==> src/rtl/fetch_ctrl.sv <==
// fetch_ctrl: instruction-fetch sequencer.
// Owns the architectural PC and keeps at most one instruction-memory request
// outstanding. Branch/jump redirects squash stale fetches. A one-entry buffer
// toward decode holds its instruction while decode stalls.
// Optional feature macro: FETCH_MISALIGN_CHK_EN. When it is defined, a
// redirect target is forced to word alignment and o_misalign pulses for one
// cycle after a misaligned target is seen.
module fetch_ctrl #(
    parameter logic [31:0] RESET_PC = 32'h0000_0000
) (
    input  logic        i_clk,
    input  logic        i_rst,
    output logic        o_imem_req,
    output logic [31:0] o_imem_addr,
    input  logic        i_imem_gnt,
    input  logic        i_imem_rvalid,
    input  logic [31:0] i_imem_rdata,
    input  logic        i_redirect,
    input  logic [31:0] i_redirect_pc,
    input  logic        i_stall,
    output logic        o_inst_valid,
    output logic [31:0] o_inst,
    output logic [31:0] o_inst_pc,
    output logic [31:0] o_inst_pc_plus4,
    output logic        o_misalign
);

    typedef enum logic [1:0] {
        ST_IDLE  = 2'd0,
        ST_REQ   = 2'd1,
        ST_WAIT  = 2'd2,
        ST_FLUSH = 2'd3
    } state_e;

    state_e      state_q, state_d;
    logic [31:0] pc_q, pc_d;
    logic        inst_valid_q, inst_valid_d;
    logic [31:0] inst_q, inst_d;
    logic [31:0] inst_pc_q, inst_pc_d;
    logic [31:0] inst_pc4_q, inst_pc4_d;
    logic        misalign_q, misalign_d;

    logic        consumed_s;
    logic        free_s;
    logic        req_s;
    logic        accept_s;
    logic        buf_wr_s;
    logic        target_misaligned_s;
    logic [31:0] target_s;

    // Handshake qualifiers: buffer occupancy and whether a request is taken.
    always_comb begin
        consumed_s = inst_valid_q & ~i_stall;
        free_s     = ~inst_valid_q | consumed_s;
        req_s      = (state_q == ST_REQ) & free_s;
        accept_s   = req_s & i_imem_gnt;
    end

`ifdef FETCH_MISALIGN_CHK_EN
    // Redirect target is forced onto a word boundary; low bits are reported.
    always_comb begin
        target_misaligned_s = (i_redirect_pc[1:0] != 2'b00);
        target_s            = i_redirect_pc & ~32'h0000_0003;
    end
`else
    // Redirect target is taken verbatim and never reported as misaligned.
    always_comb begin
        target_misaligned_s = 1'b0;
        target_s            = i_redirect_pc;
    end
`endif

    // Fetch sequencing: next state, next PC and buffer-write decision.
    always_comb begin
        state_d  = state_q;
        pc_d     = pc_q;
        buf_wr_s = 1'b0;
        case (state_q)
            ST_IDLE: begin
                state_d = ST_REQ;
                if (i_redirect) begin
                    pc_d = target_s;
                end else begin
                    pc_d = pc_q;
                end
            end
            ST_REQ: begin
                if (i_redirect) begin
                    // A granted request must have its response dropped.
                    pc_d    = target_s;
                    state_d = accept_s ? ST_FLUSH : ST_REQ;
                end else if (accept_s) begin
                    state_d = ST_WAIT;
                end else begin
                    state_d = ST_REQ;
                end
            end
            ST_WAIT: begin
                if (i_redirect) begin
                    // Response arriving with the redirect is already stale.
                    pc_d    = target_s;
                    state_d = i_imem_rvalid ? ST_REQ : ST_FLUSH;
                end else if (i_imem_rvalid) begin
                    buf_wr_s = 1'b1;
                    pc_d     = pc_q + 32'd4;
                    state_d  = ST_REQ;
                end else begin
                    state_d = ST_WAIT;
                end
            end
            ST_FLUSH: begin
                if (i_redirect) begin
                    pc_d = target_s;
                end else begin
                    pc_d = pc_q;
                end
                state_d = i_imem_rvalid ? ST_REQ : ST_FLUSH;
            end
            default: begin
                state_d = ST_IDLE;
                pc_d    = pc_q;
            end
        endcase
    end

    // Instruction buffer: redirect squashes, fresh write beats consumption.
    always_comb begin
        inst_valid_d = inst_valid_q;
        inst_d       = inst_q;
        inst_pc_d    = inst_pc_q;
        inst_pc4_d   = inst_pc4_q;
        if (i_redirect) begin
            inst_valid_d = 1'b0;
        end else if (buf_wr_s) begin
            inst_valid_d = 1'b1;
            inst_d       = i_imem_rdata;
            inst_pc_d    = pc_q;
            inst_pc4_d   = pc_q + 32'd4;
        end else if (consumed_s) begin
            inst_valid_d = 1'b0;
        end else begin
            inst_valid_d = inst_valid_q;
        end
        misalign_d = i_redirect & target_misaligned_s;
    end

    // State, PC and buffer registers.
    always_ff @(posedge i_clk or negedge i_rst) begin
        if (!i_rst) begin
            state_q      <= ST_IDLE;
            pc_q         <= RESET_PC;
            inst_valid_q <= 1'b0;
            inst_q       <= 32'h0000_0000;
            inst_pc_q    <= 32'h0000_0000;
            inst_pc4_q   <= 32'h0000_0004;
            misalign_q   <= 1'b0;
        end else begin
            state_q      <= state_d;
            pc_q         <= pc_d;
            inst_valid_q <= inst_valid_d;
            inst_q       <= inst_d;
            inst_pc_q    <= inst_pc_d;
            inst_pc4_q   <= inst_pc4_d;
            misalign_q   <= misalign_d;
        end
    end

    assign o_imem_req      = req_s;
    assign o_imem_addr     = pc_q;
    assign o_inst_valid    = inst_valid_q;
    assign o_inst          = inst_q;
    assign o_inst_pc       = inst_pc_q;
    assign o_inst_pc_plus4 = inst_pc4_q;
    assign o_misalign      = misalign_q;

endmodule

==> config.mk <==
export PLATFORM = sky130hd
export DESIGN_NAME = fetch_ctrl
export DESIGN_NICKNAME = d
export VERILOG_FILES = /design/src/rtl/fetch_ctrl.sv
export SDC_FILE = /design/constraint.sdc
export NUM_CORES = 1
export LEC_CHECK = 0
export BUFFER_PORTS_ARGS = -buffer_cell sky130_fd_sc_hd__buf_4
export CAP_MARGIN = 10
export CORE_MARGIN = 4
export CORE_UTILIZATION = 45
export CTS_CLUSTER_DIAMETER = 60
export DETAILED_ROUTE_END_ITERATION = 16
export PLACE_DENSITY = 0.74
export SLEW_MARGIN = 20
export SYNTH_ARGS = -nofsm -noshare
export SYNTH_HDL_FRONTEND = slang
export SYNTH_SLANG_ARGS = --single-unit
export TNS_END_PERCENT = 5
==> constraint.sdc <==
create_clock -name i_clk -period 3.5 [get_ports i_clk]
set_input_delay 0.7 -clock i_clk [delete_from_list [all_inputs] [get_ports i_clk]]
set_output_delay 0.7 -clock i_clk [all_outputs]
set_load 0.02 [all_outputs]
# --- Word-level counts from Yosys, hierarchy flattened ---
# Cells that the tools add are included.
word_totals:
  reg_bits: 131
op_classes:
  n_eq_ne: 5
  n_addsub: 1
  n_mux: 17
  n_bitwise: 7
  reduce_logical: 5
op_table:
  columns: ["operator", "n"]
  rows:
  - ["$mux 32", 3]
  - ["$pmux 32 s2", 1]
  - ["$add 32x3->32 const B", 1]
  - ["$mux 2", 6]
  - ["$pmux 2 s4", 1]
  - ["$mux 1", 6]
  - ["$eq 2x2->1 const B", 2]
  - ["$reduce_and 2->1", 2]
  - ["$and 1x1->1", 3]
  - ["$ne 3x3->1 const B", 1]
  - ["$not 1->1", 3]
  - ["$reduce_bool 3->1", 1]
  - ["$reduce_or 3->1", 1]
  - ["$eq 2x1->1 const B", 1]
  - ["$logic_not 2->1", 1]
  - ["$ne 2x1->1 const B", 1]
  - ["$or 1x1->1", 1]

# --- Longest topological paths before layout ---
logic_depth:
  depth_word: 8
  mapped_depth: 8
  mapped_depth_nobuf: 5

# --- Worst setup path after synthesis ---
# OpenSTA, ideal clock, no wires.
synth_timing:
  kind: "reg2reg"
  start: "register pc_q[2], in the netlist o_imem_addr[2]"
  end: "register inst_pc4_q[24], in the netlist o_inst_pc_plus4[24]"
  arrival_time_ps: 2095
  path_slack_ps: 1323
  setup_time_ps: 82
  synth_period_minus_slack_ps: 2177
  required_time_ps: 3418
  n_path_buf: 2
  path_stages_with_launch: 8
  cell_sequence: "dfrtp_1 -> ha_1 -> and4_1 -> clkbuf_1 -> nand2_1 -> clkbuf_1 -> or4_1 -> a31oi_1"
synth_between:
  elab_chain_len: 1
synth_rtl:
  columns: ["item", "line", "text"]
  rows:
  - ["start: declaration", "36", "logic [31:0] pc_q, pc_d;"]
  - ["start signal: assignment", "159", "pc_q <= pc_d;"]
  - ["$add 32x3->32", "138", "inst_pc4_d = pc_q + 32'd4;"]
  - ["end signal: assignment", "163", "inst_pc4_q <= inst_pc4_d;"]
  - ["end: declaration", "40", "logic [31:0] inst_pc4_q, inst_pc4_d;"]
# Every way passes these cells.
# A chain may end at the register's enable or synchronous reset.

# --- Final worst setup path ---
layout_timing:
  start: "register pc_q[10], in the netlist o_imem_addr[10]"
  end: "register pc_q[22], in the netlist o_imem_addr[22]"
layout_between:
  elab_chain_len: 4
layout_rtl:
  columns: ["item", "line", "text"]
  rows:
  - ["$add 32x3->32", "105", "pc_d = pc_q + 32'd4;"]
  - ["$mux 32", "103", "end else if (i_imem_rvalid) begin"]
  - ["$mux 32", "99", "if (i_redirect) begin"]
  - ["$pmux 32 s2", "78", "case (state_q)"]
# Every way passes these cells. The select of a mux whose other input is x is not followed.

==> results.json <==
{
  "io_buffers": 199,
  "overflow": 0,
  "cts_made_buffers": 17,
  "core_um2": 12800,
  "dpl_worst_slack_ns": 1.07,
  "p_sw_w": 0.00219,
  "fillerInstances": 1110,
  "p_total_w": 0.00610,
  "yosysUniqueCellTypes": 50,
  "cp.required_ns": 3.83,
  "drv_slew": 0,
  "leakage_nw": 3.95,
  "fmax_mhz": 403,
  "timing.final.crit_period_ns": 2.48,
  "max-cap-violations": 0,
  "hpwlAfterDp_um": 12700,
  "async_flop_share_pct": 100,
  "drt_wl_total_um": 18100,
  "setup_tns_ns": 0,
  "vdd_drop_max_v": 0.000401,
  "cts_num_sinks": 129,
  "synth_area_per_cell_um2": 8.80,
  "swShare_pct": 35.9,
  "setup_viol": 0,
  "detail_route.wl_per_cell_um": 17.4,
  "path_clk_slew_ns": 0.06,
  "endpoint_kind": "flop",
  "synth_edf_count": 0,
  "grt_pass1_wl_um": 28300,
  "dieWidth_um": 124,
  "hold_path_class": "in -> async",
  "crit_fanout": 33,
  "seq_area_frac_synth_pct": 53.7,
  "clock_insertion_delay_worst_skew_ns": 0.42,
  "hold_viol": 0,
  "hold_ws_ns": 0.273,
  "placementRows": 41,
  "synthFlopType": "dfrtp_1",
  "via_per_inst": 5.50,
  "p_per_area_nw_per_um2": 749,
  "dieArea_um2": 15300,
  "place_area_um2": 7580,
  "fin_skew_ns": 0.00747,
  "slew_headroom_pct": 36.7,
  "drt_iter0_drc": 530,
  "track_usage_pct": 24.0,
  "htreeDepth": 4,
  "postSynthRegisterBits": 129,
  "nNetsFinal": 925,
  "yosysWarnings": 0,
  "die_y_um": 124,
  "rsz0062_at_grt": "false",
  "ios": 201,
  "dr.pass1.iters": 5,
  "postCtsSetupRepairBufs": 0,
  "clock_path_buffers": 2,
  "drive_above_1_share_pct": 27.7,
  "netlist_area_um2": 6010,
  "seqPwrFrac_pct": 38.3,
  "start_kind": "flop",
  "tightestPinTransition_ns": 0.950,
  "gp_congestion": 0.894,
  "dr_total_vias": 5714,
  "cts-resized-gates": 0,
  "antenna_cells": 0,
  "syn_nets": 754,
  "intPower_w": 0.00391,
  "crit_arrival_ns": 2.81,
  "cts-root-buf": "clkbuf_16",
  "clkPwrFrac_pct": 27.4,
  "rr_worst_depth": 4,
  "initial_core_util_pct": 46.8,
  "area_growth_pct": 35.4,
  "status": "finished, final reports clean",
  "stdcell_area_um2": 8140,
  "finalCritPeriodShare_pct": 70.8,
  "setup_slack_ns": 1.02,
  "ctsHoldBuffers": 0,
  "ant_nets": 0,
  "drc": 0,
  "grt_max_degree": 95,
  "grt_pass1_vias": 5484,
  "antenna_found_initial": 0,
  "power_frac_comb_pct": 34.4,
  "crit_type": "reg -> reg",
  "synthCells": 683,
  "cts_tree": "built"
}
## area by class of cell
| type | count | area (um^2) | area share, % |
|---|---|---|---|
| flip-flops and latches | 129 | 3230 | 39.7 |
| multi-input cells | 496 | 2550 | 31.4 |
| repair buffers | 205 | 1570 | 19.3 |
| clock buffers | 26 | 499 | 6.14 |
| well taps | 172 | 215 | 2.64 |
| clock inverters | 5 | 52.6 | 0.646 |
| inverters | 5 | 18.8 | 0.231 |
## power groups by stage
stage | Combinational [W] | Sequential [W] | Clock (W)
5_1_grt | 0.00226 | 0.00240 | 0.00177
6_report | 0.00209 | 0.00233 | 0.00167
3_3_place_gp | 0.00209 | 0.00233 | 0
2_1_floorplan | 0.000521 | 0.00286 | 0
4_1_cts | 0.00212 | 0.00234 | 0.00169
3_5_place_dp | 0.00212 | 0.00235 | 0
## logic make-up (layout without fill, tap and decap cells)
logic type	after synthesis	in the layout	synth area share (%)
AO/OA/AOI/OAI	106	106	11.0
XOR/XNOR	18	18	2.62
adder cells (fa/ha/maj)	1	1	0.208
buffers and inverters	58	241	4.27
flip-flops	129	129	53.7
multiplexers	2	2	0.375
other	1	1	0.0624
AND/OR/NAND/NOR	368	368	27.7
## state kept, by name, indices dropped and copies added, names as in the netlist
register         count
o_imem_addr         32
o_inst              32
state_q              2
o_inst_pc           32
o_inst_valid         1
o_inst_pc_plus4     30
## through the flow
| step | utilization, % | std cells |
|---|---|---|
| 6_report | 63.4 | 1038 |
| 5_1_grt | 63.4 | 1038 |
| 4_1_cts | 63.4 | 1038 |
| 3_5_place_dp | 59.1 | 1007 |
| 3_3_place_gp | 59.1 | 1007 |
| 2_1_floorplan | - | 683 |
## cell usage after synthesis, types with 2 or more instances
cell      instances  area (um^2)
o21ai_0          36          180
and3_1            6         37.5
or4b_1            2         20.0
o311ai_0          2         17.5
dfrtp_1         128         3200
nand3_1          19         95.1
and4_1            3         26.3
or4_1            20          150
nor2b_1           2         12.5
o31ai_1          18          135
a22oi_1           3         22.5
or3_1            11         68.8
clkbuf_1         37          139
a21oi_1           9         45.0
buf_4             5         37.5
buf_2             9         45.0
nor3_1            6         30.0
nand2_1         236          886
nor4_1            4         25.0
o22ai_1           2         12.5
mux2_2            2         22.5
xnor2_1          12          105
inv_1             5         18.8
xor2_1            6         52.6
a31oi_1          27          169
nand4_1          10         62.6
o211ai_1          2         15.0
and2_1            2         12.5
nor3b_1           2         15.0
nor2_1           37          139
## worst max-delay path, stage by stage (launching register included)
cell and delay, ns:
dfrtp_1 0.58, nand4_4 0.18, or3_1 0.80, or4_1 0.65, a31oi_1 0.18
## layer usage
layer  share of wire [%]  GRT usage [%]  wire (um)
met5                   0              0          0
met4                 2.5           10.1        461
met3                 7.2           5.35       1310
met2                  49           37.8       8950
met1                  41           32.1       7390
## final timing paths
path | start | endpoint | slack [ns]
min in group i_clk | i_imem_rdata[29] | o_inst[29]$_DFFE_PN0P_ | 0.47
setup reg to reg | o_imem_addr[10]$_DFFE_PN0P_ | o_imem_addr[22]$_DFFE_PN0P_ | 1.02
max in group asynchronous | i_rst | o_inst_pc_plus4[2]$_DFFE_PN1P_ | 2.45
hold / removal | i_rst | o_inst_pc[10]$_DFFE_PN0P_ | 0.27
setup / recovery | o_imem_addr[10]$_DFFE_PN0P_ | o_imem_addr[22]$_DFFE_PN0P_ | 1.02
hold reg to reg | o_inst_pc[17]$_DFFE_PN0P_ | o_inst_pc[17]$_DFFE_PN0P_ | 0.47
## cells in the final DEF, fill, tap and decap left out, types with 9 or more instances in the layout
master     netlist  layout
or4_1           20      20
a21oi_1          9       9
xnor2_1         12      12
a31oi_1         27      27
clkbuf_16        0      17
nand2_1        236     236
o31ai_1         18      18
or3_1           11      11
buf_4            5     202
dfrtp_1        128     128
nor2_1          37      37
nand3_1         19      19
nand4_1         10      10
o21ai_0         36      36
Note: power is estimated with default switching activity, not from simulation.
